==> config.mk <==
export PLATFORM = sky130hd
export DESIGN_NAME = mcb_port_arbiter
export DESIGN_NICKNAME = d
export VERILOG_FILES = /design/src/rtl/mcb_port_arbiter.sv
export SDC_FILE = /design/constraint.sdc
export NUM_CORES = 1
export LEC_CHECK = 0
export CORE_AREA = 2 2 289 291
export CTS_CLUSTER_DIAMETER = 50
export CTS_CLUSTER_SIZE = 10
export DETAILED_ROUTE_END_ITERATION = 7
export DIE_AREA = 0 0 291 293
export SYNTH_ARGS = -nofsm -noshare
export SYNTH_HDL_FRONTEND = slang
export SYNTH_SLANG_ARGS = --single-unit
==> constraint.sdc <==
create_clock -name clk -period 2 [get_ports clk]
set_input_delay 0.3 -clock clk [delete_from_list [all_inputs] [get_ports clk]]
set_output_delay 0.3 -clock clk [all_outputs]
set_load 0.03 [all_outputs]
==> src/rtl/mcb_port_arbiter.sv <==
// mcb_port_arbiter: shares MCB user port p0 between cache line
// write-back/fill and video line fetch, one command at a time.
module mcb_port_arbiter #(
  parameter int BEATS    = 16,
  parameter int MAX_WAIT = 4
) (
  input  logic         clk,
  input  logic         rst,
  input  logic         c_wr_req,
  input  logic         c_rd_req,
  input  logic [15:0]  c_waddr,
  input  logic [15:0]  c_raddr,
  output logic         c_wr_busy,
  output logic         c_rd_busy,
  output logic         c_done,
  output logic         c_buf_en,
  output logic         c_buf_we,
  output logic [$clog2(BEATS)-1:0] c_buf_addr,
  output logic [127:0] c_buf_wdata,
  input  logic [127:0] c_buf_rdata,
  input  logic         v_req,
  input  logic [15:0]  v_addr,
  output logic         v_ack,
  output logic         v_valid,
  output logic [127:0] v_data,
  output logic         v_last,
  output logic         cmd_en,
  output logic [2:0]   cmd_instr,
  output logic [5:0]   cmd_bl,
  output logic [29:0]  cmd_byte_addr,
  input  logic         cmd_full,
  output logic         wr_en,
  output logic [127:0] wr_data,
  input  logic         wr_empty,
  output logic         rd_en,
  input  logic [127:0] rd_data,
  input  logic         rd_empty
);

  localparam int BW = $clog2(BEATS);
  localparam int WW = $clog2(MAX_WAIT + 1);
  localparam logic [BW-1:0] LAST = BW'(BEATS - 1);
  localparam logic [WW-1:0] WMAX = WW'(MAX_WAIT);

  typedef enum logic [2:0] {
    IDLE, GAP, WFILL, WCMD, WDRAIN, RCMD, READ
  } state_t;

  state_t        state;
  logic          tgt_v;
  logic [15:0]   line;
  logic [BW-1:0] cnt;
  logic [WW-1:0] wait_cnt;

  logic g_vf, g_wc, g_w, g_r, g_v;

  // Video starvation guard overrides the cache priority.
  assign g_vf = v_req && (wait_cnt == WMAX);
  assign g_wc = c_wr_req && wr_empty;
  assign g_w  = !g_vf && g_wc;
  assign g_r  = !g_vf && !g_wc && c_rd_req;
  assign g_v  = g_vf || (v_req && !g_wc && !c_rd_req);

  assign cmd_bl        = 6'(BEATS - 1);
  assign cmd_byte_addr = {6'b0, line, 8'b0};
  assign wr_data       = c_buf_rdata;
  assign rd_en         = (state == READ) && !rd_empty;

  always_ff @(posedge clk or negedge rst) begin
    if (!rst) begin
      state       <= IDLE;
      tgt_v       <= 1'b0;
      line        <= '0;
      cnt         <= '0;
      wait_cnt    <= '0;
      c_wr_busy   <= 1'b0;
      c_rd_busy   <= 1'b0;
      c_done      <= 1'b0;
      c_buf_en    <= 1'b0;
      c_buf_we    <= 1'b0;
      c_buf_addr  <= '0;
      c_buf_wdata <= '0;
      v_ack       <= 1'b0;
      v_valid     <= 1'b0;
      v_data      <= '0;
      v_last      <= 1'b0;
      cmd_en      <= 1'b0;
      cmd_instr   <= 3'b000;
      wr_en       <= 1'b0;
    end else begin
      cmd_en   <= 1'b0;
      v_ack    <= 1'b0;
      c_done   <= 1'b0;
      wr_en    <= 1'b0;
      v_valid  <= 1'b0;
      v_last   <= 1'b0;
      c_buf_en <= 1'b0;
      c_buf_we <= 1'b0;
      unique case (state)
        IDLE: begin
          if (!v_req || g_v) begin
            wait_cnt <= '0;
          end else if ((g_w || g_r) && wait_cnt != WMAX) begin
            wait_cnt <= wait_cnt + WW'(1);
          end
          unique case (1'b1)
            g_w: begin
              c_wr_busy <= 1'b1;
              line      <= c_waddr;
              cmd_instr <= 3'b000;
              state     <= WFILL;
            end
            g_r: begin
              c_rd_busy <= 1'b1;
              line      <= c_raddr;
              tgt_v     <= 1'b0;
              cmd_instr <= 3'b001;
              state     <= RCMD;
            end
            g_v: begin
              line      <= v_addr;
              tgt_v     <= 1'b1;
              cmd_instr <= 3'b001;
              state     <= RCMD;
            end
            default: ;
          endcase
        end
        GAP: state <= IDLE;
        WFILL: begin
          // Buffer read data lags c_buf_en by one cycle.
          wr_en <= c_buf_en;
          if (c_buf_en && c_buf_addr == LAST) begin
            state <= WCMD;
          end else begin
            c_buf_en   <= 1'b1;
            c_buf_addr <= c_buf_en ? c_buf_addr + BW'(1) : '0;
          end
        end
        WCMD: begin
          if (!cmd_full) begin
            cmd_en <= 1'b1;
            state  <= WDRAIN;
          end
        end
        WDRAIN: begin
          if (wr_empty) begin
            c_done    <= 1'b1;
            c_wr_busy <= 1'b0;
            state     <= GAP;
          end
        end
        RCMD: begin
          if (!cmd_full) begin
            cmd_en <= 1'b1;
            v_ack  <= tgt_v;
            cnt    <= '0;
            state  <= READ;
          end
        end
        READ: begin
          if (rd_en) begin
            if (tgt_v) begin
              v_valid <= 1'b1;
              v_data  <= rd_data;
              v_last  <= (cnt == LAST);
            end else begin
              c_buf_en    <= 1'b1;
              c_buf_we    <= 1'b1;
              c_buf_addr  <= cnt;
              c_buf_wdata <= rd_data;
            end
            cnt <= cnt + BW'(1);
            if (cnt == LAST) begin
              c_done    <= !tgt_v;
              c_rd_busy <= 1'b0;
              state     <= GAP;
            end
          end
        end
        default: state <= IDLE;
      endcase
    end
  end

endmodule

==> results.md <==
* Normalized max-slew margin at 50.64%
* Routed WL at 38460 um
* Post-synth cell types at 49
* # setup viols final at 0
* Fill cell count at 8525
* Die Ht at 293 um
* Part of the Yosys area used for sequential elements at 58.45%
* Htree depth at 2
* WP buf/inv at 1
* CTS buffer count at 43
* Ant. Diodes at 0
* Total GRT Usage at 8.719%
* TNS Setup at 0 ps
* CP delay by family, top: buffers and inverters
* Slowest cell on crit path: clkdlybuf4s50_1
* Largest buffer count on any clock path at 3
* Final hold vios at 0
* Vias in the first global route at 9632
* Worst stage delay on the critical path at 730 ps
* Root buf cell: clkbuf_16
* Avg Cell Area, Syn at 13.96 sq um
* Clock Latency Late Sink at 560 ps
* CP endpoint kind: primary output
* Kind of start point of the critical path: flip-flop
* Hold crit path type: in -> async
* First-pass GRT wire length at 58680 um
* RD Place Congestion at 0.7816
* Max VDD drop at 0.001250 V
* Max-slew violation count at 0
* Hpwl dp at 29540 um
* Routed vias at 8793
* Wire per inst at 15.78 um
* 1st-pass router iterations at 5
* Starting density of the core at 15.59%
* CP Cell Sequence: clkdlybuf4s50_1
* Main synth FF type: dfrtp_1
* Sequential share of power at 31.4%
* Setup bufs post-CTS at 0
* # DRC at 0
* Status: finished, final reports clean
* Final net count at 1662
* Pleak at 0.008411 uW
* Largest area contributor in the netlist: dfrtp_1
* Pwr dens at 1614 nW/um^2
* Clock power frac at 22.8%
* Number of port buffers at 471
* Die area at 85260 sq um
* Post-synth EDFFs at 0
* Fmax achieved at 518.8 MHz
* Total power at 31810 uW
* Combinational share of power at 45.8%
* Synth top area cells: dfrtp_1, mux2_2, buf_4, mux2_1, a22oi_1
* Initial antenna violation count at 0
* Crit path kind: reg -> out
* Critical Path RT at 1700 ps
* Period Utilization, post-route at 96.38%
* IO Pins at 750
* Cell Area, Synth at 12760 sq um
* Syn-to-layout area delta at 54.52%
* Cell-internal power at 19580 uW
* Global route overflow at 0
* Yosys top cell area share at 58.45%
* Ys Warns at 0
* Ratio of cells with drive above 1 in the final layout at 26.12%
* Cell area after layout at 19710 sq um
* Fraction of registers with async set/reset at 100.0%
* CTS tree: yes
* Sw frac at 38.44%
* Arrival @ worst endpoint at 1630 ps
* Gate count after technology mapping at 914
* Max_cap viols at 0
* Rows at 105
* RSZ-0062 raised after global routing: no
* NetSw at 12230 uW
* CTS Sinks at 298
* Slew @ Worst Pin at 739.6 ps
* Yosys reg bits at 298
* Register clock-pin slew on the reported worst setup and hold paths at 50 ps
* Largest net degree at the start of global routing at 61
* Initial DRC count at 185
* Fin Clk Skew at 12.61 ps
* Dpl cell area at 18360 sq um
* Vias per Instance at 3.608
* Core area at 81850 sq um
* Final min period at 1928 ps
* DRT antenna net count at 0
* CP Max Fanout at 2
* Die X at 291 um
[routing by layer]
metal	global-route usage (%)	share of wire (%)	wire length, um
met1	9.374	37	14400
met2	14.97	49	18950
met3	3.525	9.5	3653
met4	4.044	3.8	1459
met5	0	0	0
[cell usage after synthesis (2+ instances only)]
| cell type | number |
|---|---|
| dfrtp_1 | 298 |
| mux2_2 | 198 |
| buf_4 | 162 |
| mux2_1 | 59 |
| a22oi_1 | 33 |
| o21ai_0 | 32 |
| nand2_1 | 18 |
| nor2_1 | 15 |
| buf_2 | 14 |
| nand3_1 | 8 |
| a21oi_1 | 7 |
| nor3_1 | 7 |
| buf_6 | 6 |
| clkbuf_1 | 6 |
| inv_1 | 5 |
| and3_1 | 4 |
| ha_1 | 4 |
| a21o_1 | 3 |
| conb_1 | 2 |
| nand2b_1 | 2 |
| nand3b_1 | 2 |
| o22ai_1 | 2 |
[per-stage QoR]
stage               instances  hold WS (ps)  setup WS, ps  util [%]
finish                   2437         329.8         72.47     24.09
global route             2437         326.9        0.2125     24.09
CTS                      2437         315.4         6.096     24.08
detailed placement       2370         327.0        -300.5     22.43
global placement         2370         318.7        -306.0     22.43
floorplan                 934         4.409         134.3         -
[worst paths after layout]
path,slack (ps),start,endpoint,cells after the start
setup reg to reg,150,wait_cnt[0],line[13],6
hold reg to reg,480,cmd_instr[0],cmd_instr[0],2
max in group asynchronous,950,rst,line[12],3
min in group clk,380,c_waddr[5],line[5],3
hold / removal,330,rst,v_data[121],2
setup / recovery,70,c_buf_wdata[46],c_buf_wdata[46],1
[layout by cell type, fill, tap and decap left out, types with 6 or more instances in the layout]
cell	instances
nand3_1	8
dfrtp_1	298
dlygate4sd2_1	12
inv_6	6
conb_1	22
o21ai_0	32
nand2_1	18
nor3_1	7
nor2_1	15
a21oi_1	7
mux2_2	198
buf_12	17
clkbuf_16	44
mux2_1	59
buf_4	68
clkdlybuf4s50_1	455
a22oi_1	33
[what timing repair did]
item,CTS,global route
resized for setup,13,2
hold buffers,1,0
setup endpoints to repair,28,2
pin swaps,0,0
hold endpoints to repair,39,0
[cells by family after synthesis]
logic type / Yosys count / synth area share [%]
other: 2 / 0.05886
DFF: 298 / 58.45
buffers and inverters: 196 / 11.04
muxes: 258 / 22.76
and+or+nand+nor: 65 / 2.618
xor gates and xnor gates: 2 / 0.1373
AOI/OAI and AO/OA: 89 / 4.541
adders and majority gates: 4 / 0.3923
[layout make-up]
| type | instances | area (sq um) | share of cell area (%) |
|---|---|---|---|
| multi-input cells | 440 | 3979 | 20.18 |
| clock inverters | 15 | 170.2 | 0.8632 |
| clock buffers | 51 | 1177 | 5.972 |
| flip-flops and latches | 298 | 7457 | 37.83 |
| repair buffers | 556 | 5560 | 28.21 |
| inverters | 7 | 31.28 | 0.1587 |
| well taps | 1070 | 1339 | 6.791 |
[flip-flops by register name, indices dropped and copies added, names as in the netlist, 3 cells and up]
signal / flops
wait_cnt: 3
c_buf_wdata: 128
v_data: 128
cnt: 4
c_buf_addr: 4
line: 16
state: 3
[power groups by stage]
stage	clock network, uW	registers (uW)	logic [uW]
floorplan	0	14600	3700
global placement	0	10000	14600
detailed placement	0	10100	14700
CTS	7540	10100	14700
global route	7780	10300	15300
finish	7250	10000	14600
Note: power is estimated with default switching activity, not from simulation.
